--- src/rtl/pid_scheduler.sv ---
// -----------------------------------------------------------------------------
// pid_scheduler
//
// Purpose:
//   Time-multiplexes one shared PID arithmetic core across NUM_CHN motor
//   channels. Setpoints and stop flags come from the UART command decoder.
//   On every sample tick the scheduler walks channels 0..NUM_CHN-1. For each
//   channel it forms a target, hands target and measurement to the PID core,
//   waits for the result, clamps it and stores it in that channel's duty
//   register for the PWM stage.
//
// Build option:
//   PID_SCHED_RAMP_EN  defined   : target slews toward the setpoint by at most
//                                  RAMP_STEP per tick.
//                      undefined : target = setpoint at each LOAD.
//
// Ports:
//   clk, rst        system clock, synchronous active-high reset
//   tr_valid_i      setpoint write strobe (tr_chn_i >= NUM_CHN is ignored)
//   tr_chn_i        setpoint channel index
//   tr_data_i       signed setpoint
//   stop_i          per-channel stop, 1 = stopped (sampled at that channel's LOAD)
//   meas_i          packed signed measurements, chn k at [k*DATA_WIDTH +: DATA_WIDTH]
//   pid_req_o       request to the PID core
//   pid_chn_o       channel being computed (also qualifies pid_clr_o)
//   pid_target_o    target handed to the PID core
//   pid_meas_o      measurement handed to the PID core
//   pid_clr_o       one-cycle integrator clear for pid_chn_o
//   pid_ack_i       PID result valid
//   pid_out_i       signed PID result
//   duty_o          packed signed duty per channel
//   duty_valid_o    one-cycle pulse per channel when its duty is written
//   busy_o          scheduler is walking the channels
//   overrun_o       sticky: a tick arrived while busy (tick dropped)
//   timeout_o       sticky per-channel PID ack timeout
// -----------------------------------------------------------------------------
module pid_scheduler #(
    parameter int NUM_CHN     = 4,
    parameter int DATA_WIDTH  = 16,
    parameter int SAMPLE_DIV  = 50000,
    parameter int RAMP_STEP   = 64,
    parameter int DUTY_MAX    = 1000,
    parameter int ACK_TIMEOUT = 255
) (
    input  logic                          clk,
    input  logic                          rst,
    input  logic                          tr_valid_i,
    input  logic [2:0]                    tr_chn_i,
    input  logic [DATA_WIDTH-1:0]         tr_data_i,
    input  logic [NUM_CHN-1:0]            stop_i,
    input  logic [NUM_CHN*DATA_WIDTH-1:0] meas_i,
    output logic                          pid_req_o,
    output logic [2:0]                    pid_chn_o,
    output logic [DATA_WIDTH-1:0]         pid_target_o,
    output logic [DATA_WIDTH-1:0]         pid_meas_o,
    output logic                          pid_clr_o,
    input  logic                          pid_ack_i,
    input  logic [DATA_WIDTH-1:0]         pid_out_i,
    output logic [NUM_CHN*DATA_WIDTH-1:0] duty_o,
    output logic [NUM_CHN-1:0]            duty_valid_o,
    output logic                          busy_o,
    output logic                          overrun_o,
    output logic [NUM_CHN-1:0]            timeout_o
);

    localparam int IDX_W = (NUM_CHN > 1) ? $clog2(NUM_CHN) : 1;
    localparam int CNT_W = (SAMPLE_DIV > 1) ? $clog2(SAMPLE_DIV) : 1;
    // The REQ wait counter only needs to reach ACK_TIMEOUT-1.
    localparam int TO_W  = (ACK_TIMEOUT > 1) ? $clog2(ACK_TIMEOUT) : 1;

    localparam logic signed [DATA_WIDTH:0] DMAX_POS = (DATA_WIDTH+1)'(DUTY_MAX);

    typedef enum logic [1:0] {
        S_IDLE  = 2'd0,
        S_LOAD  = 2'd1,
        S_REQ   = 2'd2,
        S_STORE = 2'd3
    } state_t;

    // -------------------------------------------------------------------------
    // Registers
    // -------------------------------------------------------------------------
    state_t                        r_state;
    logic [IDX_W-1:0]              r_idx;
    logic [CNT_W-1:0]              r_cnt;
    logic [TO_W-1:0]               r_to_cnt;
    logic signed [DATA_WIDTH-1:0]  r_sp   [NUM_CHN];
    logic signed [DATA_WIDTH-1:0]  r_tgt  [NUM_CHN];
    logic signed [DATA_WIDTH-1:0]  r_duty [NUM_CHN];
    logic signed [DATA_WIDTH-1:0]  r_pid_out;
    logic                          r_pid_req;
    logic                          r_pid_clr;
    logic [2:0]                    r_pid_chn;
    logic [DATA_WIDTH-1:0]         r_pid_target;
    logic [DATA_WIDTH-1:0]         r_pid_meas;
    logic [NUM_CHN-1:0]            r_duty_valid;
    logic [NUM_CHN-1:0]            r_timeout;
    logic                          r_overrun;

    // -------------------------------------------------------------------------
    // Combinational helpers
    // -------------------------------------------------------------------------
    logic                          w_tick;
    logic                          w_last;
    logic                          w_wr_ok;
    logic [IDX_W-1:0]              w_wr_idx;
    logic signed [DATA_WIDTH-1:0]  w_sp_cur;
    logic signed [DATA_WIDTH-1:0]  w_tgt_cur;
    logic signed [DATA_WIDTH-1:0]  w_tgt_next;
    logic [DATA_WIDTH-1:0]         w_meas_cur;
    logic signed [DATA_WIDTH:0]    w_out_ext;
    logic signed [DATA_WIDTH-1:0]  w_clamped;

    assign w_tick     = (r_cnt == CNT_W'(SAMPLE_DIV - 1));
    assign w_last     = (r_idx == IDX_W'(NUM_CHN - 1));
    assign w_wr_ok    = tr_valid_i && (int'(tr_chn_i) < NUM_CHN);
    assign w_wr_idx   = tr_chn_i[IDX_W-1:0];
    assign w_sp_cur   = r_sp[r_idx];
    assign w_tgt_cur  = r_tgt[r_idx];
    assign w_meas_cur = meas_i[int'(r_idx)*DATA_WIDTH +: DATA_WIDTH];

`ifdef PID_SCHED_RAMP_EN
    localparam logic signed [DATA_WIDTH:0] RAMP_POS = (DATA_WIDTH+1)'(RAMP_STEP);

    // One extra bit on the difference so sp - tgt never wraps; when a step
    // is taken, tgt +/- RAMP_STEP stays strictly between tgt and sp, so the
    // DATA_WIDTH-bit sum cannot overflow either.
    logic signed [DATA_WIDTH:0] w_diff;

    always_comb begin
        w_diff = {w_sp_cur[DATA_WIDTH-1], w_sp_cur} - {w_tgt_cur[DATA_WIDTH-1], w_tgt_cur};
        if (w_diff > RAMP_POS) begin
            w_tgt_next = w_tgt_cur + DATA_WIDTH'(RAMP_STEP);
        end else if (w_diff < -RAMP_POS) begin
            w_tgt_next = w_tgt_cur - DATA_WIDTH'(RAMP_STEP);
        end else begin
            w_tgt_next = w_sp_cur;
        end
    end
`else
    assign w_tgt_next = w_sp_cur;
`endif

    // Clamp on the sign-extended result so the comparison against
    // +/-DUTY_MAX is exact for every DATA_WIDTH-bit input.
    always_comb begin
        w_out_ext = {r_pid_out[DATA_WIDTH-1], r_pid_out};
        if (w_out_ext > DMAX_POS) begin
            w_clamped = DATA_WIDTH'(DUTY_MAX);
        end else if (w_out_ext < -DMAX_POS) begin
            w_clamped = DATA_WIDTH'(-DUTY_MAX);
        end else begin
            w_clamped = r_pid_out;
        end
    end

    // -------------------------------------------------------------------------
    // Sequencer
    //
    // PID handshake: pid_req_o rises on entry to REQ and stays high, with
    // pid_chn_o / pid_target_o / pid_meas_o frozen, until the first cycle
    // in which pid_ack_i is sampled high. pid_out_i is captured in that
    // cycle and pid_req_o is low in the next one. pid_ack_i is ignored
    // whenever pid_req_o is low. If no ack arrives within ACK_TIMEOUT
    // request cycles, the channel is abandoned with duty 0.
    // -------------------------------------------------------------------------
    always_ff @(posedge clk) begin
        if (rst) begin
            r_state      <= S_IDLE;
            r_idx        <= '0;
            r_cnt        <= '0;
            r_to_cnt     <= '0;
            r_pid_out    <= '0;
            r_pid_req    <= 1'b0;
            r_pid_clr    <= 1'b0;
            r_pid_chn    <= '0;
            r_pid_target <= '0;
            r_pid_meas   <= '0;
            r_duty_valid <= '0;
            r_timeout    <= '0;
            r_overrun    <= 1'b0;
            for (int k = 0; k < NUM_CHN; k++) begin
                r_sp[k]   <= '0;
                r_tgt[k]  <= '0;
                r_duty[k] <= '0;
            end
        end else begin
            r_pid_clr    <= 1'b0;
            r_duty_valid <= '0;

            if (w_tick) begin
                r_cnt <= '0;
            end else begin
                r_cnt <= r_cnt + 1'b1;
            end

            if (w_wr_ok) begin
                r_sp[w_wr_idx] <= tr_data_i;
            end

            // A tick that finds the sequencer busy is dropped, not queued.
            if (w_tick && (r_state != S_IDLE)) begin
                r_overrun <= 1'b1;
            end

            case (r_state)
                S_IDLE: begin
                    if (w_tick) begin
                        r_idx   <= '0;
                        r_state <= S_LOAD;
                    end
                end

                S_LOAD: begin
                    r_pid_chn <= 3'(r_idx);
                    if (stop_i[r_idx]) begin
                        r_tgt[r_idx]        <= '0;
                        r_duty[r_idx]       <= '0;
                        r_pid_clr           <= 1'b1;
                        r_duty_valid[r_idx] <= 1'b1;
                        if (w_last) begin
                            r_state <= S_IDLE;
                        end else begin
                            r_idx   <= r_idx + 1'b1;
                            r_state <= S_LOAD;
                        end
                    end else begin
                        r_tgt[r_idx] <= w_tgt_next;
                        r_pid_target <= w_tgt_next;
                        r_pid_meas   <= w_meas_cur;
                        r_pid_req    <= 1'b1;
                        r_to_cnt     <= '0;
                        r_state      <= S_REQ;
                    end
                end

                S_REQ: begin
                    if (pid_ack_i) begin
                        r_pid_out <= pid_out_i;
                        r_pid_req <= 1'b0;
                        r_state   <= S_STORE;
                    end else if (r_to_cnt == TO_W'(ACK_TIMEOUT - 1)) begin
                        r_pid_req           <= 1'b0;
                        r_timeout[r_idx]    <= 1'b1;
                        r_duty[r_idx]       <= '0;
                        r_duty_valid[r_idx] <= 1'b1;
                        if (w_last) begin
                            r_state <= S_IDLE;
                        end else begin
                            r_idx   <= r_idx + 1'b1;
                            r_state <= S_LOAD;
                        end
                    end else begin
                        r_to_cnt <= r_to_cnt + 1'b1;
                    end
                end

                S_STORE: begin
                    r_duty[r_idx]       <= w_clamped;
                    r_duty_valid[r_idx] <= 1'b1;
                    if (w_last) begin
                        r_state <= S_IDLE;
                    end else begin
                        r_idx   <= r_idx + 1'b1;
                        r_state <= S_LOAD;
                    end
                end

                default: r_state <= S_IDLE;
            endcase
        end
    end

    // -------------------------------------------------------------------------
    // Outputs
    // -------------------------------------------------------------------------
    always_comb begin
        duty_o = '0;
        for (int k = 0; k < NUM_CHN; k++) begin
            duty_o[k*DATA_WIDTH +: DATA_WIDTH] = r_duty[k];
        end
    end

    assign pid_req_o    = r_pid_req;
    assign pid_chn_o    = r_pid_chn;
    assign pid_target_o = r_pid_target;
    assign pid_meas_o   = r_pid_meas;
    assign pid_clr_o    = r_pid_clr;
    assign duty_valid_o = r_duty_valid;
    assign busy_o       = (r_state != S_IDLE);
    assign overrun_o    = r_overrun;
    assign timeout_o    = r_timeout;

endmodule

--- config.mk ---
export PLATFORM = sky130hd
export DESIGN_NAME = pid_scheduler
export DESIGN_NICKNAME = d
export VERILOG_FILES = /design/src/rtl/pid_scheduler.sv
export SDC_FILE = /design/constraint.sdc
export NUM_CORES = 1
export LEC_CHECK = 0
export CAP_MARGIN = 25
export CORE_ASPECT_RATIO = 1.4
export CORE_MARGIN = 4
export CORE_UTILIZATION = 47
export CTS_BUF_LIST = sky130_fd_sc_hd__clkbuf_4 sky130_fd_sc_hd__clkbuf_8
export CTS_CLUSTER_SIZE = 14
export DETAILED_ROUTE_END_ITERATION = 7
export GPL_TIMING_DRIVEN = 0
export PLACE_DENSITY = 0.76
export SLEW_MARGIN = 20
export SYNTH_ARGS = -nofsm -noshare
export SYNTH_HDL_FRONTEND = slang
export SYNTH_SLANG_ARGS = --single-unit
--- constraint.sdc ---
create_clock -name clk -period 2.4 [get_ports clk]
set_input_delay 0.48 -clock clk [delete_from_list [all_inputs] [get_ports clk]]
set_output_delay 0.48 -clock clk [all_outputs]
set_load 0.05 [all_outputs]
==> run summary, run 1 <==
N_diodes: 0
Post-layout util: 64.5%
CTS Buf Count: 31
Die ar.: 0.0218 mm2
NumNets Final: 1154
Share of layout cells above drive strength 1: 12.2%
Routed wire length: 23.7 mm
Synth area leaders: edfxtp_1 42%, dfxtp_1 19%, mux4_2 8.1%, and2_1 4.9%, nand2_1 4.5%
Yosys warnings: 0
Worst EP required: 2.69 ns
Insertion delay to the later sink of the worst-skew pair: 0.56 ns
Setup ws final: 0.0978 ns
Antenna violations before repair: 1
Area leader, netlist: edfxtp_1
DR WL/cell: 18.1 um
First-iteration detailed-routing DRC count: 334
Tot GR Track Use: 21.2%
Part of the power in the clock network: 38.1%
Clock Skew: 0.0119 ns
Area added between synthesis and finish: 35.4%
CP endpoint kind: flop
Slew HR: 40.9%
Max FO, Critical Path: 10
Commonest non-fill, non-tap cell in the layout: clkdlybuf4s50_1
Max Freq: 434 MHz
Nets in the synthesized netlist: 897
Port Buf Inserts: 216
Internal power: 0.00589 W
Sequential Power Share: 53.9%
HP Start: r_cnt[0]
GP Congestion: 0.855
CTS sink cnt: 217
WS Path Type: reg -> reg
Vias in the first global route: 7185
Largest net degree at the start of global routing: 17
Via count: 6881
Die W: 126 um
Clk slew on worst S/H paths: 0.06 ns
Cells after Synth: 782
Slew Viols, Final: 0
CTS max path bufs: 3
Critical Path Start: r_idx[0]
Netlist Area Pre-Place: 0.00916 mm2
CTS tree: built
RSZ-0062 raised after global routing: true
CP top delay family: multiplexers
Status: finished, final reports clean
Final hold violations: 0
Placed Instances: 1250
Pre-CTS setup slack: -1.27 ns
Clk root buf: clkbuf_8
Hold Path Class: reg -> reg
CTS Hold Bufs: 0
WP buf/inv: 1
Combinational Power Share: 7.9%
CP arrival: 2.59 ns
H-tree levels: 1
Total core area: 0.0192 mm2
Global-route wire length before repair: 37.2 mm
PwrDens: 610 mW/mm2
CP Launch Type: flop
Leakage: 4.36 nW
Area fraction of the dominant cell type after synthesis: 42.0%
Net Sw Frac: 22.1%
Psw: 0.00167 W
Post-synth EDFFs: 128
Final HPWL DP: 17.9 mm
CP max stage delay: 0.61 ns
Via density: 5.25
Max_cap viols: 0
Initial cell density of the core: 47.7%
Routed Antenna Nets: 0
Pre-antenna DRT Iters: 5
Drc violations: 0
Worst VDD drop: 0.404 mV
Fin crit period: 2.30 ns
Synthesized area per cell: 11.7 um2
Crit-path cells: mux4_2 -> o21a_1 -> a21oi_4 -> or3_1 -> buf_4 -> nor2_1
IO Pins: 218
Slew @ Worst Pin: 0.887 ns
Setup violators final: 0
Die Y-Extent: 173 um
Synth Register Bits: 217
Slowest stage cell, crit path: mux4_2
Grt ovf: 0
Reg2Reg Launch Point: r_idx[0]
Final cell count without fillers: 1311
Synth cell types: 51
FFs w/ async S/R, synth: 0%
Sequential area share after synthesis: 61.4%
Row count: 60
Fin crit share: 95.9%
Most frequent cells in the layout: 215 x clkdlybuf4s50_1, 128 x edfxtp_1, 111 x nand2_1
Post-synth top flop: edfxtp_1
==> layer usage <==
| layer | track usage [%] | up-vias | part of all wire (%) |
|---|---|---|---|
| li1 | - | 3282 | - |
| met1 | 23.8 | 3267 | 36 |
| met2 | 39.5 | 279 | 53 |
| met3 | 4.76 | 51 | 7.7 |
| met4 | 6.89 | 2 | 2.8 |
| met5 | 0 | - | 0.046 |
==> path summary, 6_finish.rpt <==
| path | cells past startpoint | slack [ns] | to |
|---|---|---|---|
| setup / recovery | 6 | 0.1 | r_duty[0][5] |
| hold / removal | 1 | 0.45 | r_cnt[0] |
| setup reg to reg | 6 | 0.1 | r_duty[0][5] |
| hold reg to reg | 1 | 0.45 | r_cnt[0] |
==> final cells by class <==
type	count	area, um2
Clock inverter	8	30.0
Timing Repair Buffer	224	2240
Fill cell	1494	6820
Inverter	20	75.1
Multi-Input combinational cell	503	3340
Sequential cell	217	5630
Buffer	42	191
Clock buffer	49	593
Tap cell	248	310
==> logic make-up (layout without fill, tap and decap cells) <==
| group | after synthesis | after routing | synth area share (%) |
|---|---|---|---|
| flops | 217 | 217 | 61.4 |
| fa+ha+maj | 8 | 8 | 1.09 |
| other cells | 1 | 1 | 0.0409 |
| simple gates | 345 | 345 | 18.6 |
| xor+xnor | 18 | 18 | 1.72 |
| mux | 33 | 33 | 8.11 |
| buf+inv | 62 | 343 | 2.81 |
| compound gates | 98 | 98 | 6.17 |
==> flip-flops by register name, summed over array words and instances, names as in the netlist, 8 cells and up <==
name	flops
pid_target_o	16
r_sp	64
r_to_cnt	8
r_duty	64
r_pid_out	16
r_cnt	16
pid_meas_o	16
==> stage by stage <==
step           total power [W]  instance area (um2)  hold WS [ns]  setup TNS, ns
6_report               0.00756                12400         0.446              0
3_5_place_dp           0.00476                11700         0.437        -146.93
5_1_grt                0.00780                12400         0.470      -0.000252
4_1_cts                0.00760                12300         0.446              0
3_3_place_gp           0.00474                11600         0.424        -164.51
2_1_floorplan          0.00443                 9160         0.413              0
==> worst reg2reg max path, cell delays in order (launching register included) <==
cell and delay (ns):
dfxtp_1 0.44, mux4_2 0.61, o21a_1 0.23, a21oi_4 0.24
or3_1 0.26, buf_4 0.21, nor2_1 0.06
==> what timing repair did <==
action                                  4_1_cts  5_1_grt
resized for setup                             9       16
endpoints found under the setup margin      147       88
cloned                                        0        0
setup buffers                                 0        4
==> synthesized netlist by cell type (all sizes together) (3+ instances only) <==
| library cell | n |
|---|---|
| nand3 | 8 |
| nor3b | 4 |
| edfxtp | 128 |
| o21ai | 12 |
| nand2b | 3 |
| o211ai | 6 |
| and3 | 11 |
| clkbuf | 31 |
| nor3 | 16 |
| nor2 | 79 |
| a21oi | 64 |
| nor2b | 6 |
| nor4 | 4 |
| or3 | 6 |
| o21bai | 4 |
| mux4 | 33 |
| nand4 | 9 |
| and2 | 72 |
| and4 | 3 |
| ha | 8 |
| buf | 11 |
| inv | 20 |
| or2 | 6 |
| dfxtp | 89 |
| xnor2 | 9 |
| xor2 | 9 |
| nand2 | 111 |
==> power groups by stage <==
stage | clock network (W) | registers, W | logic [W]
floorplan | 0 | 0.00429 | 0.000134
global placement | 0 | 0.00416 | 0.000581
detailed placement | 0 | 0.00416 | 0.000599
CTS | 0.00292 | 0.00408 | 0.000603
global route | 0.00308 | 0.00409 | 0.000629
finish | 0.00288 | 0.00408 | 0.000601
(Power assumes the default switching activity.)
==> run 2: changes to the inputs <==
--- a/config.mk
+++ b/config.mk
@@ -7,7 +7,7 @@
 export LEC_CHECK = 0
 export CAP_MARGIN = 25
 export CORE_ASPECT_RATIO = 1.4
-export CORE_MARGIN = 4
+export CORE_MARGIN = 5
 export CORE_UTILIZATION = 47
 export CTS_BUF_LIST = sky130_fd_sc_hd__clkbuf_4 sky130_fd_sc_hd__clkbuf_8
 export CTS_CLUSTER_SIZE = 14
==> run 2 against run 1 <==
Net effect:
- combinational power about the same
- total power rose by 4.6%
- first-iteration DRC count grew 19%
- cell count rose by 0.53%
- design area increased by 0.88%
- largest cell class unchanged
- non-clock buffer count unchanged
- critical path type unchanged
- global-route usage increased by 0.10 points
- sequential share of layout area shrank 0.39 points
- setup slack worse by 0.026 ns
- count of clock-buffer cells in the layout shrank 4
==> run summary, run 2 (same netlist as run 1, synthesis figures left out) <==
CP max stage delay: 0.62 ns
Fin crit period: 2.33 ns
Part of the power in the clock network: 40.8%
WS Path Type: reg -> reg
Max Freq: 430 MHz
Crit-path cells: mux4_2 -> o21a_1 -> a21oi_4 -> buf_4 -> o21bai_2 -> buf_8
PwrDens: 633 mW/mm2
Reg2Reg Launch Point: r_idx[0]
HP Start: pid_meas_o[0]
Area added between synthesis and finish: 36.6%
Post-layout util: 65.1%
Max FO, Critical Path: 11
Slew @ Worst Pin: 0.675 ns
First-iteration detailed-routing DRC count: 398
Max_cap viols: 0
Drc violations: 0
Via count: 6983
Share of layout cells above drive strength 1: 13.0%
Die ar.: 0.0224 mm2
Status: finished, final reports clean
Vias in the first global route: 7159
Hold Path Class: reg -> reg
Die W: 128 um
H-tree levels: 2
CP top delay family: multiplexers
CTS max path bufs: 3
CTS Hold Bufs: 0
Psw: 0.00178 W
Commonest non-fill, non-tap cell in the layout: clkdlybuf4s50_1
Worst Hold Path EP: pid_meas_o[0]
Fin crit share: 97.0%
Internal power: 0.00613 W
Final hold violations: 0
Tot GR Track Use: 21.3%
Worst VDD drop: 0.393 mV
Filler cells: 1525
CTS Buf Count: 34
Setup violators final: 0
Clock Skew: 0.0119 ns
Final cell count without fillers: 1318
CP arrival: 2.60 ns
Global-route wire length before repair: 37.5 mm
Port Buf Inserts: 216
RSZ-0062 raised after global routing: true
Antenna violations before repair: 3
Routed Antenna Nets: 0
WP buf/inv: 2
CTS sink cnt: 217
IO Pins: 218
DR WL/cell: 18.3 um
Final HPWL DP: 18.0 mm
Combinational Power Share: 7.6%
Leakage: 4.44 nW
Worst EP required: 2.67 ns
Slowest stage cell, crit path: mux4_2
Biggest regs: r_duty (64), r_sp (64)
Reg2Reg Capture Point: r_duty[2][14]
Most frequent cells in the layout: 215 x clkdlybuf4s50_1, 128 x edfxtp_1, 111 x nand2_1
Net Sw Frac: 22.5%
Placed Instances: 1250
Reg2Reg Setup Slack: 0.07 ns
CP endpoint kind: flop
Sequential Power Share: 51.6%
Clk root buf: clkbuf_8
Row count: 60
Largest net degree at the start of global routing: 17
Pre-antenna DRT Iters: 5
Clk slew on worst S/H paths: 0.07 ns
Hold depth: 2
Insertion delay to the later sink of the worst-skew pair: 0.51 ns
Routed wire length: 24.1 mm
CP Launch Type: flop
Total core area: 0.0192 mm2
Slew HR: 55.0%
Slew Viols, Final: 0
Via density: 5.30
GP Congestion: 0.846
Initial cell density of the core: 47.7%
Die Y-Extent: 175 um
CTS tree: built
Reg2Reg Depth: 6
NumNets Final: 1157
Grt ovf: 0
-- run 2: cell types whose count changed in the layout (fill, tap and decap cells not counted), sizes merged --
cell    change
clkbuf      -4
clkinv      +7
diode       +2
bufinv      +2
-- run 2: layout make-up --
type / instances / area [um2] / area share (%)
clock inverters: 17 / 130 / 1.04
plain buffers: 42 / 194 / 1.55
inverters: 20 / 75.1 / 0.600
clock buffers: 45 / 576 / 4.60
repair buffers: 224 / 2240 / 17.9
well taps: 248 / 310 / 2.48
multi-input cells: 503 / 3350 / 26.8
diodes: 2 / 5.00 / 0.0400
flip-flops and latches: 217 / 5630 / 45.0
-- run 2: how the worst max path moves through the flow --
stage / to / slack (ns) / depth (start not counted) / startpoint
6_report: r_duty[2][14] / 0.07 / 6 / r_idx[0]
5_1_grt: r_duty[1][3] / -0.09 / 7 / r_pid_out[5]
4_1_cts: r_sp[1][7] / -0.01 / 4 / rst
3_5_place_dp: r_sp[0][9] / -1.19 / 4 / rst
3_3_place_gp: r_sp[0][9] / -1.17 / 4 / rst
2_1_floorplan: r_duty[3][0] / 0.09 / 4 / r_idx[1]
-- run 2: metrics by stage --
stage | cell area [um2] | hold WS [ns] | setup slack (ns) | total power, W | TNS, ns
2_1_floorplan | 9160 | 0.413 | 0.0910 | 0.00443 | 0
3_5_place_dp | 11700 | 0.436 | -1.19 | 0.00476 | -148.03
3_3_place_gp | 11600 | 0.428 | -1.17 | 0.00474 | -167.44
5_1_grt | 12500 | 0.472 | -0.0932 | 0.00817 | -0.372
6_report | 12500 | 0.452 | 0.0721 | 0.00791 | 0
4_1_cts | 12500 | 0.450 | -0.0119 | 0.00796 | -0.116
-- run 2: worst min-delay path, delay by kind of cell, from the launching register on --
family           cells  cell delay [ns]
AND/OR/NAND/NOR      1             0.05
AO/OA/AOI/OAI        1             0.05
flip-flops           1             0.31
-- run 2: power groups by stage --
stage	Sequential, W	Clock (W)	Combinational, W
2_1_floorplan	0.00429	0	0.000134
3_3_place_gp	0.00416	0	0.000581
3_5_place_dp	0.00416	0	0.000598
4_1_cts	0.00408	0.00328	0.000602
5_1_grt	0.00409	0.00345	0.000632
6_report	0.00408	0.00323	0.000602
-- run 2: layer usage --
metal | global-route usage (%) | wire, um
met1 | 23.7 | 8640
met3 | 5.23 | 1800
met2 | 38.5 | 12800
met5 | 0 | 19
met4 | 8.94 | 855
-- run 2: repair_timing --
action	CTS	global route
setup endpoints to repair	171	201
cloned	0	0
endpoints found under the hold margin	0	0
setup buffers	3	1
resized for setup	10	24
==> run 3: changes to the inputs <==
--- a/config.mk
+++ b/config.mk
@@ -10,10 +10,11 @@
 export CORE_MARGIN = 5
 export CORE_UTILIZATION = 47
 export CTS_BUF_LIST = sky130_fd_sc_hd__clkbuf_4 sky130_fd_sc_hd__clkbuf_8
+export CTS_CLUSTER_DIAMETER = 30
 export CTS_CLUSTER_SIZE = 14
 export DETAILED_ROUTE_END_ITERATION = 7
 export GPL_TIMING_DRIVEN = 0
-export PLACE_DENSITY = 0.76
+export PLACE_DENSITY = 0.79
 export SLEW_MARGIN = 20
 export SYNTH_ARGS = -nofsm -noshare
 export SYNTH_HDL_FRONTEND = slang
==> run 3 against run 2 <==
Net effect:
- critical path depth unchanged
- clock power fell by 6.8%
- flip-flop and latch count is the same
- hold slack gained 0.0025 ns
- via count shrank 1.0%
- total power fell by 3.0%
- clock skew grew 0.010 ns
- first-iteration DRC count is 7.0% lower
- design area down 0.95%
- count of clock-buffer cells in the layout is 11 lower
- wire length shrank 0.56%
==> run summary, run 3 (same netlist as run 1, synthesis figures left out) <==
Status: finished, final reports clean
Share of layout cells above drive strength 1: 12.5%
Filler cells: 1502
DR WL/cell: 18.3 um
Routed wire length: 24.0 mm
Commonest non-fill, non-tap cell in the layout: clkdlybuf4s50_1
Total core area: 0.0192 mm2
Initial cell density of the core: 47.7%
Internal power: 0.00579 W
CP Launch Type: flop
Final HPWL DP: 17.8 mm
Fin crit share: 95.5%
N_diodes: 0
CP arrival: 2.58 ns
Die Y-Extent: 175 um
H-tree levels: 1
Clock Skew: 0.0219 ns
WS Path Type: reg -> reg
Hold Worst Slack: 0.454 ns
Psw: 0.00189 W
Area added between synthesis and finish: 35.3%
Net Sw Frac: 24.6%
Combinational Power Share: 7.7%
Slew HR: 42.5%
Max Freq: 436 MHz
NumNets Final: 1150
RSZ-0062 raised after global routing: true
CP endpoint kind: flop
Grt peak-use layer: met2
GP Congestion: 0.859
Global-route wire length before repair: 36.6 mm
Reg2Reg Setup Slack: 0.11 ns
Routing usage on met1: 22.8%
Tot GR Track Use: 20.8%
Slew Viols, Final: 0
Pre-antenna DRT Iters: 5
Routed Antenna Nets: 0
Grt ovf: 0
First-iteration detailed-routing DRC count: 370
Via count: 6911
Max FO, Critical Path: 10
Worst VDD drop: 0.468 mV
Die ar.: 0.0224 mm2
Final cell count without fillers: 1308
CTS Buf Count: 31
Pre-CTS setup slack: -1.45 ns
Clk slew on worst S/H paths: 0.07 ns
Setup ws final: 0.108 ns
Sequential Power Share: 53.1%
Port Buf Inserts: 216
Met2 usage: 39.1%
Hold Path Class: reg -> reg
Placed Instances: 1248
Most frequent cells in the layout: 215 x clkdlybuf4s50_1, 128 x edfxtp_1, 111 x nand2_1
Final hold violations: 0
Drc violations: 0
CTS max path bufs: 3
CTS sink cnt: 217
CTS tree: built
Grt met3 use: 4.89%
IO Pins: 218
Vias in the first global route: 7079
Max_cap viols: 0
Fin crit period: 2.29 ns
Clk root buf: clkbuf_8
Leakage: 4.34 nW
Tot Pwr: 0.00768 W
Biggest regs: r_duty (64), r_sp (64)
CTS Hold Bufs: 0
Setup violators final: 0
Part of the power in the clock network: 39.2%
Slew @ Worst Pin: 0.862 ns
Die W: 128 um
Via density: 5.28
PwrDens: 620 mW/mm2
Row count: 60
Worst EP required: 2.69 ns
Insertion delay to the later sink of the worst-skew pair: 0.57 ns
Antenna violations before repair: 3
Largest net degree at the start of global routing: 17
## run 3: cell types whose count changed in the layout (fill, tap and decap cells not counted), moves of 3 or more
cell / previous run / this run
inv_6: 0 / 3
inv_8: 0 / 5
clkbuf_2: 11 / 6
clkbuf_8: 38 / 31
clkbuf_4: 7 / 3
clkinv_4: 1 / 4
clkinv_1: 7 / 3
## run 3: through the flow
| stage | cell area (um2) | TNS, ns | utilization [%] |
|---|---|---|---|
| CTS | 12400 | 0 | 64.3 |
| detailed placement | 11700 | -171.72 | 60.7 |
| finish | 12400 | 0 | 64.5 |
| global placement | 11600 | -177.42 | 60.5 |
| global route | 12400 | -0.178 | 64.5 |
| floorplan | 9160 | 0 | - |
## run 3: area by class of cell
| type | count | area, um2 | area share [%] |
|---|---|---|---|
| multi-input combinational | 503 | 3340 | 27.0 |
| buffer | 42 | 190 | 1.53 |
| clock inverter | 24 | 204 | 1.65 |
| tap | 248 | 310 | 2.50 |
| timing repair buffer | 220 | 2190 | 17.7 |
| clock buffer | 34 | 449 | 3.63 |
| inverter | 20 | 75.1 | 0.606 |
| sequential | 217 | 5630 | 45.4 |
## run 3: repair_timing
action                                  CTS  global route
gates cloned                              0             0
endpoints found under the hold margin     0             0
pin swaps                                 0             0
gates resized for setup                  11            17
endpoints found under the setup margin  177           110
setup buffers                             0             2
## run 3: worst paths after layout
path	from	end	cells after the start
setup / recovery	r_idx[0]	r_duty[2][6]	6
hold / removal	r_cnt[0]	r_cnt[0]	1
setup reg to reg	r_idx[0]	r_duty[2][6]	6
hold reg to reg	r_cnt[0]	r_cnt[0]	1
## run 3: power by group through the flow
stage	clock [W]	sequential [W]	combinational, W
finish	0.00301	0.00408	0.000591
global route	0.00321	0.00409	0.000620
CTS	0.00305	0.00408	0.000595
detailed placement	0	0.00416	0.000590
global placement	0	0.00416	0.000578
floorplan	0	0.00429	0.000134
## run 3: metal layers
layer / vias to the layer above / share of wire [%]
met4: 6 / 2.4
met3: 53 / 8.4
met2: 276 / 54
li1: 3280 / -
met1: 3296 / 35
met5: - / 0.20
## run 3: critical path, cell delays in order (launching register included)
cell and delay [ns]:
dfxtp_2 0.39, mux4_2 0.59, o21a_1 0.23, a21oi_4 0.27, or3_1 0.26, buf_4 0.21, nor2_1 0.05
